===== src/rtl/i2s_frame_pack.sv =====
// i2s_frame_pack: pairs left/right words from an I2S receiver into stereo
// frames, buffers them in a first-word-fall-through FIFO with a valid/ready
// interface to the mixer, and keeps sticky channel-order and overflow flags.

module i2s_frame_pack #(
    parameter int BITS_PRECISION = 24,
    parameter int FIFO_DEPTH     = 4
) (
    input  logic                              sck,
    input  logic                              rst,
    input  logic [BITS_PRECISION-1:0]         data_in,
    input  logic                              left_rightn,
    input  logic                              data_en,
    output logic [BITS_PRECISION-1:0]         frame_left,
    output logic [BITS_PRECISION-1:0]         frame_right,
    output logic                              frame_valid,
    input  logic                              frame_ready,
    output logic [$clog2(FIFO_DEPTH):0]       fifo_level,
    output logic                              overflow,
    output logic                              sync_err,
    input  logic                              clear_err
);

    localparam int PTR_W = $clog2(FIFO_DEPTH);
    localparam int LVL_W = PTR_W + 1;

    typedef enum logic {
        WAIT_LEFT = 1'b0,
        HAVE_LEFT = 1'b1
    } state_t;

    typedef struct packed {
        logic [BITS_PRECISION-1:0] left;
        logic [BITS_PRECISION-1:0] right;
    } frame_t;

    state_t                    state_q, state_d;
    logic [BITS_PRECISION-1:0] hold_q, hold_d;
    logic [PTR_W-1:0]          wr_ptr_q, wr_ptr_d;
    logic [PTR_W-1:0]          rd_ptr_q, rd_ptr_d;
    logic [LVL_W-1:0]          level_q, level_d;
    logic                      overflow_q, overflow_d;
    logic                      sync_err_q, sync_err_d;
    frame_t                    mem_q [FIFO_DEPTH];

    logic   push_req;
    logic   push;
    logic   pop;
    logic   full;
    logic   order_err;
    logic   drop;
    frame_t head;

    // Next-state logic for the pairing FSM, FIFO bookkeeping and sticky flags.
    always_comb begin
        // NOTE: every always_comb output gets a default first so no path can leave it unassigned and infer a latch.
        state_d    = state_q;
        hold_d     = hold_q;
        wr_ptr_d   = wr_ptr_q;
        rd_ptr_d   = rd_ptr_q;
        level_d    = level_q;
        push_req   = 1'b0;
        order_err  = 1'b0;

        full = (level_q == LVL_W'(FIFO_DEPTH));
        pop  = (level_q != '0) && frame_ready;

        if (data_en) begin
            unique case (state_q)
                WAIT_LEFT: begin
                    if (left_rightn) begin
                        hold_d  = data_in;
                        state_d = HAVE_LEFT;
                    end else begin
                        order_err = 1'b1;
                    end
                end
                HAVE_LEFT: begin
                    if (left_rightn) begin
                        hold_d    = data_in;
                        order_err = 1'b1;
                    end else begin
                        push_req = 1'b1;
                        state_d  = WAIT_LEFT;
                    end
                end
                default: state_d = WAIT_LEFT;
            endcase
        end

        // A full FIFO still accepts a push when the head leaves on the same edge.
        push = push_req && (!full || pop);
        drop = push_req && full && !pop;

        if (push) wr_ptr_d = wr_ptr_q + PTR_W'(1);
        if (pop)  rd_ptr_d = rd_ptr_q + PTR_W'(1);

        unique case ({push, pop})
            2'b10:   level_d = level_q + LVL_W'(1);
            2'b01:   level_d = level_q - LVL_W'(1);
            default: level_d = level_q;
        endcase

        // Set events take priority over a coincident clear.
        overflow_d = drop      || (overflow_q && !clear_err);
        sync_err_d = order_err || (sync_err_q && !clear_err);
    end

    // Control state register with synchronous active-low reset.
    always_ff @(posedge sck) begin
        if (!rst) begin
            // NOTE: sequential state uses non-blocking assignments so every flop samples pre-edge values.
            state_q    <= WAIT_LEFT;
            hold_q     <= '0;
            wr_ptr_q   <= '0;
            rd_ptr_q   <= '0;
            level_q    <= '0;
            overflow_q <= 1'b0;
            sync_err_q <= 1'b0;
        end else begin
            state_q    <= state_d;
            hold_q     <= hold_d;
            wr_ptr_q   <= wr_ptr_d;
            rd_ptr_q   <= rd_ptr_d;
            level_q    <= level_d;
            overflow_q <= overflow_d;
            sync_err_q <= sync_err_d;
        end
    end

    // Frame storage; written at the tail whenever a frame is accepted.
    always_ff @(posedge sck) begin
        // NOTE: storage is deliberately not reset; an empty FIFO masks it at the outputs, so stale entries are never seen.
        if (rst && push) begin
            mem_q[wr_ptr_q] <= '{left: hold_q, right: data_in};
        end
    end

    // Head of the FIFO is presented directly; outputs read zero when empty.
    always_comb begin
        head        = mem_q[rd_ptr_q];
        frame_valid = (level_q != '0);
        frame_left  = frame_valid ? head.left  : '0;
        frame_right = frame_valid ? head.right : '0;
    end

    assign fifo_level = level_q;
    assign overflow   = overflow_q;
    assign sync_err   = sync_err_q;

endmodule

===== config.mk =====
export PLATFORM = sky130hd
export DESIGN_NAME = i2s_frame_pack
export DESIGN_NICKNAME = d
export VERILOG_FILES = /design/src/rtl/i2s_frame_pack.sv
export SDC_FILE = /design/constraint.sdc
export NUM_CORES = 1
export LEC_CHECK = 0
export ABC_CLOCK_PERIOD_IN_PS = 2300
export CAP_MARGIN = 40
export CORE_UTILIZATION = 51
export CTS_CLUSTER_DIAMETER = 80
export DETAILED_ROUTE_END_ITERATION = 10
export GPL_TIMING_DRIVEN = 0
export PLACE_DENSITY_LB_ADDON = 0.1
export SETUP_SLACK_MARGIN = 0.05
export SYNTH_ARGS = -nofsm -noshare
export SYNTH_HDL_FRONTEND = slang
export SYNTH_SLANG_ARGS = --single-unit

===== constraint.sdc =====
create_clock -name sck -period 2.3 [get_ports sck]
set_input_delay 0.23 -clock sck [delete_from_list [all_inputs] [get_ports sck]]
set_output_delay 0.23 -clock sck [all_outputs]
set_load 0.02 [all_outputs]

==> metrics.txt <==
global-route wire length before repair=28.4 mm; min Tclk post-route=2.26 ns; CP bufs+invs=4; #FFs+latches synth=228; number of synthesized flops with an enable pin=192; synth-to-layout area growth=27.4%; antenna-violating nets left=0; CP Cell Sequence=buf_8 > buf_12 > buf_6 > mux4_2 > and2_4 > buf_6; largest net degree at the start of global routing=29; critical path depth in cells=6; die height=133 um; timing-limited maximum frequency=442 MHz; commonest non-fill, non-tap cell in the layout=edfxtp_1; total number of vias=4765; P_leak=0.00386 uW; RSZ-0062 raised after global routing=yes; worst-margin pin slew=0.668 ns; Die Area=17800 um2; hold depth=1; Top Ports=84; Top delay family on crit path=buffers and inverters; CP Max Fanout=5; total inserted antenna cells=0; final worst path period share=98.4%; routed wl met3=1.06 mm; DR top layer=met4; Core Region=16700 um2; Starting DRT DRC Count=260; Cells after Synth=494; Sw Share=21.8%; Pre-antenna DRT Iters=4; mapped cell area=8800 um2; clock transition at the registers of the reported paths=0.06 ns; CP Capture Type=primary output; Worst slew margin=55.4%; setup_tns=0 ns; Avg WL per Cell=21.5 um; WP data arrival=2.03 ns; Seq pwr share=50.7%; max-slew violations=0; CP required=2.07 ns; CTS tree=built; outcome=finished, final reports clean; Combinational Power Share=10.6%; DR vias/cell=5.57; Clock Sinks=228; ys async rst share=0%; Root Buffer=clkbuf_16; Switch Pwr=1950 uW; maximum clock insertion buffer count=3; cts bufs inserted=23; R2R cell count=5; clock latency on the worst-skew pair=0.51 ns; Hold WS=0.379 ns; Clock power frac=38.8%; total wire length=18.4 mm; Worst Hold Class=primary input to register; total power=8960 uW; initial antenna violation count=0; Initial Util=52.7%; GRT Overall Usage=21.5%; most frequent cells in the layout=edfxtp_1, nand2_1, mux4_2; port bufs=83; Placed Cells incl. Taps=803; wl on met1=7.49 mm; startpoint types=register; number of global-route vias before repair=5076; Placer Congestion=0.734; synthesis warning total=0; DRC viols=0; Crit path top cell by count=buf_6; worst vdd rail ir drop=0.502 mV; P_int=7010 uW; final setup fails=0; Nets=655; critical path's slowest cell=mux4_2; met2 WL=9.42 mm; Post-DP HPWL=11.1 mm; die width=133 um; register area share after synthesis=73.7%; grt total ovfl=0; Avg Cell Area, Syn=17.8 um2; fin cells=856; final setup skew=0.0165 ns; share of cells above drive strength 1=36.6%; final hold vios=0; MaxCap Viol Count=0; row count=47; top_reg_cell synth=edfxtp_1; syn_nets=530; Netlist cell types=43; H-Tree Depth=1; pwr dens=799 nW/um2; CP max stage delay=0.48 ns; CP Class=register to primary output
==> layer usage <==
| layer | vias up | global-route usage (%) |
|---|---|---|
| li1 | 2157 | - |
| met1 | 2423 | 29.1 |
| met2 | 155 | 36.5 |
| met3 | 30 | 2.82 |
| met4 | 0 | 6.76 |
| met5 | - | 0 |
==> cell type report <==
cell class	instances	area, um2
inverters	6	22.5
flip-flops and latches	228	6490
plain buffers	29	255
fillers	1160	5490
clock inverters	11	58.8
clock buffers	31	656
multi-input cells	231	2290
repair buffers	100	1160
well taps	220	275
==> power by group through the flow <==
stage	logic [uW]	registers (uW)	clock network [uW]
floorplan	416	4620	0
global placement	748	4620	0
detailed placement	759	4620	0
CTS	832	4540	3540
global route	1010	4540	3680
finish	946	4540	3470
==> state kept, by name, summed over array words and instances (netlist names), named ones only <==
name / cells
fifo_level: 3
hold_q: 24
mem_q: 192
overflow: 1
rd_ptr_q: 2
state_q: 1
sync_err: 1
wr_ptr_q: 2
==> worst reg2reg max path: cells and delay by family (launching register included) <==
| kind | cells | cell delay [ns] |
|---|---|---|
| simple gates | 3 | 0.94 |
| flops | 1 | 0.33 |
| buf+inv | 1 | 0.31 |
| fa+ha+maj | 1 | 0.28 |
==> worst paths after layout <==
kind                    end        start  slack, ns
max          frame_left[15]     register       0.04
min            mem_q[1][12]  data_in[12]       0.38
min reg2reg         state_q      state_q       0.48
max reg2reg    mem_q[3][24]      state_q       0.12
==> cell families after synthesis <==
group | share of synthesized area, %
adder cells (fa/ha/maj) | 0.938
multiplexers | 12.4
flip-flops | 73.7
buffers and inverters | 1.95
AND/OR/NAND/NOR | 7.79
AO/OA/AOI/OAI | 3.03
XOR/XNOR | 0.199
==> repair_timing <==
item | in CTS | in global routing
gates cloned | 3 | 2
pin swaps | 6 | 20
setup buffers | 8 | 0
setup endpoints to repair | 147 | 144
hold buffers | 0 | 0
resized for setup | 250 | 112
==> cell usage after synthesis (2+ instances only) <==
cell,instances,share of area (%)
ha_1,5,0.71
nand2b_1,2,0.14
inv_1,5,0.21
buf_6,3,0.38
mux4_2,48,12
a21oi_1,31,1.8
and3_1,4,0.28
or3_1,2,0.14
buf_2,8,0.45
xor2_1,2,0.20
buf_4,2,0.17
o21ai_0,4,0.23
and2_1,49,3.5
o211ai_1,2,0.17
and3b_2,2,0.23
edfxtp_1,192,66
clkbuf_1,16,0.68
dfxtp_1,36,8.2
nand2_1,52,2.2
nor2_1,6,0.26
==> per-stage QoR <==
step / util (%) / instance area [um2] / setup slack (ns)
after global placement: 59.4 / 9920 / -0.764
after detailed placement: 60.2 / 10100 / -0.568
after floorplan: - / 8810 / 0.115
after CTS: 65.2 / 10900 / -0.0633
after global routing: 67.1 / 11200 / -0.0328
final: 67.1 / 11200 / 0.0368
Power figures use the tool's default switching activity.
==> RTL edit, RTL diff (config.mk and constraints unchanged) <==
Set the parameter `BITS_PRECISION` to 28 (it was 24).
--- a/src/rtl/i2s_frame_pack.sv
+++ b/src/rtl/i2s_frame_pack.sv
@@ -4,5 +4,5 @@
 
 module i2s_frame_pack #(
-    parameter int BITS_PRECISION = 24,
+    parameter int BITS_PRECISION = 28,
     parameter int FIFO_DEPTH     = 4
 ) (
Interface: changed (resized data_in, frame_left and frame_right); port bits go from 84 to 96. The function was not compared with the original's and may differ.
==> RTL edit against the original RTL <==
Non-clock buffer count up 13; setup slack got worse by 0.0035 ns; synthesized area grew 15%; total power increased by 23%; routed wire length is 15% higher; via count up 14%; cell area increased by 16%; worst hold slack lost 0.022 ns; sequential cell count grew 36.
==> RTL edit: results (changes against the original RTL) <==
[placed_design]
hpwl_um = 12500  ; was 11,100 um
dp.cells = 927  ; was 803
gp_congestion = 0.798  ; was 0.734
io_buffer_count = 95  ; was 83

[global_routing]
grt_use_total_pct = 21.7  ; was 21.5%
grt_max_degree = 46  ; was 29
grt_pass1_vias = 5655  ; was 5,076
grt_pass1_wl_um = 32200  ; was 28,400 um

[power_and_ir_drop]
vdd_drop_max_mv = 0.655  ; was 0.502 mV
p_leak_nw = 4.46  ; was 3.86 nW

[worst_setup_path]
reg2reg_depth = 7  ; was 5
path_max_fanout = 8  ; was 5

[worst_hold_path]
hold_class = primary input to flip-flop  ; unchanged
hold_depth = 3  ; was 1

[routing]
drt-initial-drc-count = 290  ; was 260
num_vias = 5439  ; was 4,765
routed_wl_um = 21200  ; was 18,400 um

[logic_synthesis]
synth_edf_count = 224  ; was 192
synth_nets = 603  ; was 530
syn_area_per_cell_um2 = 18.1  ; was 17.8 um2
seq_area_frac_synth_pct = 74.1  ; was 73.7%
synth.area.top_cells = edfxtp_1 (66%), mux4_2 (12%), dfxtp_1 (7.9%)  ; was edfxtp_1 (66%), mux4_2 (12%), dfxtp_1 (8.2%)
synth_common_cells = edfxtp_1 (224), nand2_1 (60), and2_1 (57)  ; was edfxtp_1 (192), nand2_1 (52), and2_1 (49)

[clock_network]
clkLatencyLatePin_ns = 0.52
cts_made_buffers = 28  ; was 23

[finish]
drive_gt1_share_pct = 36.2  ; was 36.6%
fillerInstances = 1376  ; was 1,160
largest_reg_flops = 224  ; was 192
final_cells = 989  ; was 856

[timing]
fin_skew_ns = 0.0115  ; was 0.0165 ns
worst_slew_pin_slew_ns = 0.714  ; was 0.668 ns

[run_status]
outcome = complete, no violations  ; unchanged

-- RTL edit: changes by cell type in the layout (fill, tap and decap cells not counted), sizes merged, moves of 8 or more --
cell / delta
nand2: +8
clkinv: -8
buf: +9
clkbuf: +15
mux4: +8
edfxtp: +32
and2: +8
-- RTL edit: final cells by class --
class	count	area (um2)	area share, %
repair buffers	109	1210	9.34
plain buffers	33	284	2.19
clock buffers	45	866	6.67
clock inverters	7	138	1.06
multi-input cells	260	2600	20.0
flip-flops and latches	264	7530	58.0
inverters	6	22.5	0.173
well taps	265	332	2.55
-- RTL edit: timing repair --
item / in CTS / in global routing
setup endpoints to repair: 180 / 154
cloned: 5 / 1
gates resized for setup: 362 / 42
pin swaps: 14 / 15
buffers inserted: 7 / 3
-- RTL edit: worst max-delay path, stage by stage (launching register included) --
cell,delay (ns)
dfxtp_4,0.39
buf_12,0.17
buf_12,0.14
mux4_2,0.50
and2_4,0.18
buf_6,0.12
-- RTL edit: worst paths after layout --
check / startpoint / end / slack (ns)
min: data_in[6] / hold_q[6] / 0.36
max: flip-flop / frame_right[1] / 0.03
min reg2reg: sync_err / sync_err / 0.48
max reg2reg: state_q / fifo_level[2] / 0.17
-- RTL edit: routing by layer --
layer / vias to the layer above / part of all wire [%] / track usage [%]
li1: 2451 / - / -
met5: - / 0 / 0
met1: 2786 / 42 / 29.6
met3: 28 / 6.2 / 3.45
met2: 174 / 50 / 37.3
met4: 0 / 2.0 / 4.41
-- RTL edit: through the flow --
step	power, W	hold slack (ns)	setup slack (ns)	area [um2]	util (%)
6_report	0.0110	0.357	0.0332	13000	66.5
4_1_cts	0.0112	0.346	-0.0642	13100	67.0
3_5_place_dp	0.00622	0.482	-0.535	11600	59.3
2_1_floorplan	0.00583	0.329	0.0549	10200	-
3_3_place_gp	0.00621	0.468	-0.935	11500	58.7
5_1_grt	0.0114	0.360	-0.0360	13000	66.5
-- RTL edit: kinds of logic (layout without fill, tap and decap cells) --
| logic type | after synthesis | after routing | synth area share [%] |
|---|---|---|---|
| mux | 57 | 57 | 12.5 |
| buf+inv | 40 | 200 | 2.07 |
| fa+ha+maj | 6 | 6 | 0.813 |
| flops | 264 | 264 | 74.1 |
| xor+xnor | 2 | 2 | 0.172 |
| simple gates | 144 | 145 | 7.54 |
| compound gates | 50 | 50 | 2.82 |
-- RTL edit: report_power, final --
part / total, W / internal [W] / leakage, nW / switching, W
registers: 0.00526 / 0.00522 / 2.39 / 0.0000405
logic: 0.00104 / 0.000547 / 1.58 / 0.000495
clock network: 0.00472 / 0.00301 / 0.489 / 0.00171
total: 0.0110 / 0.00878 / 4.46 / 0.00225
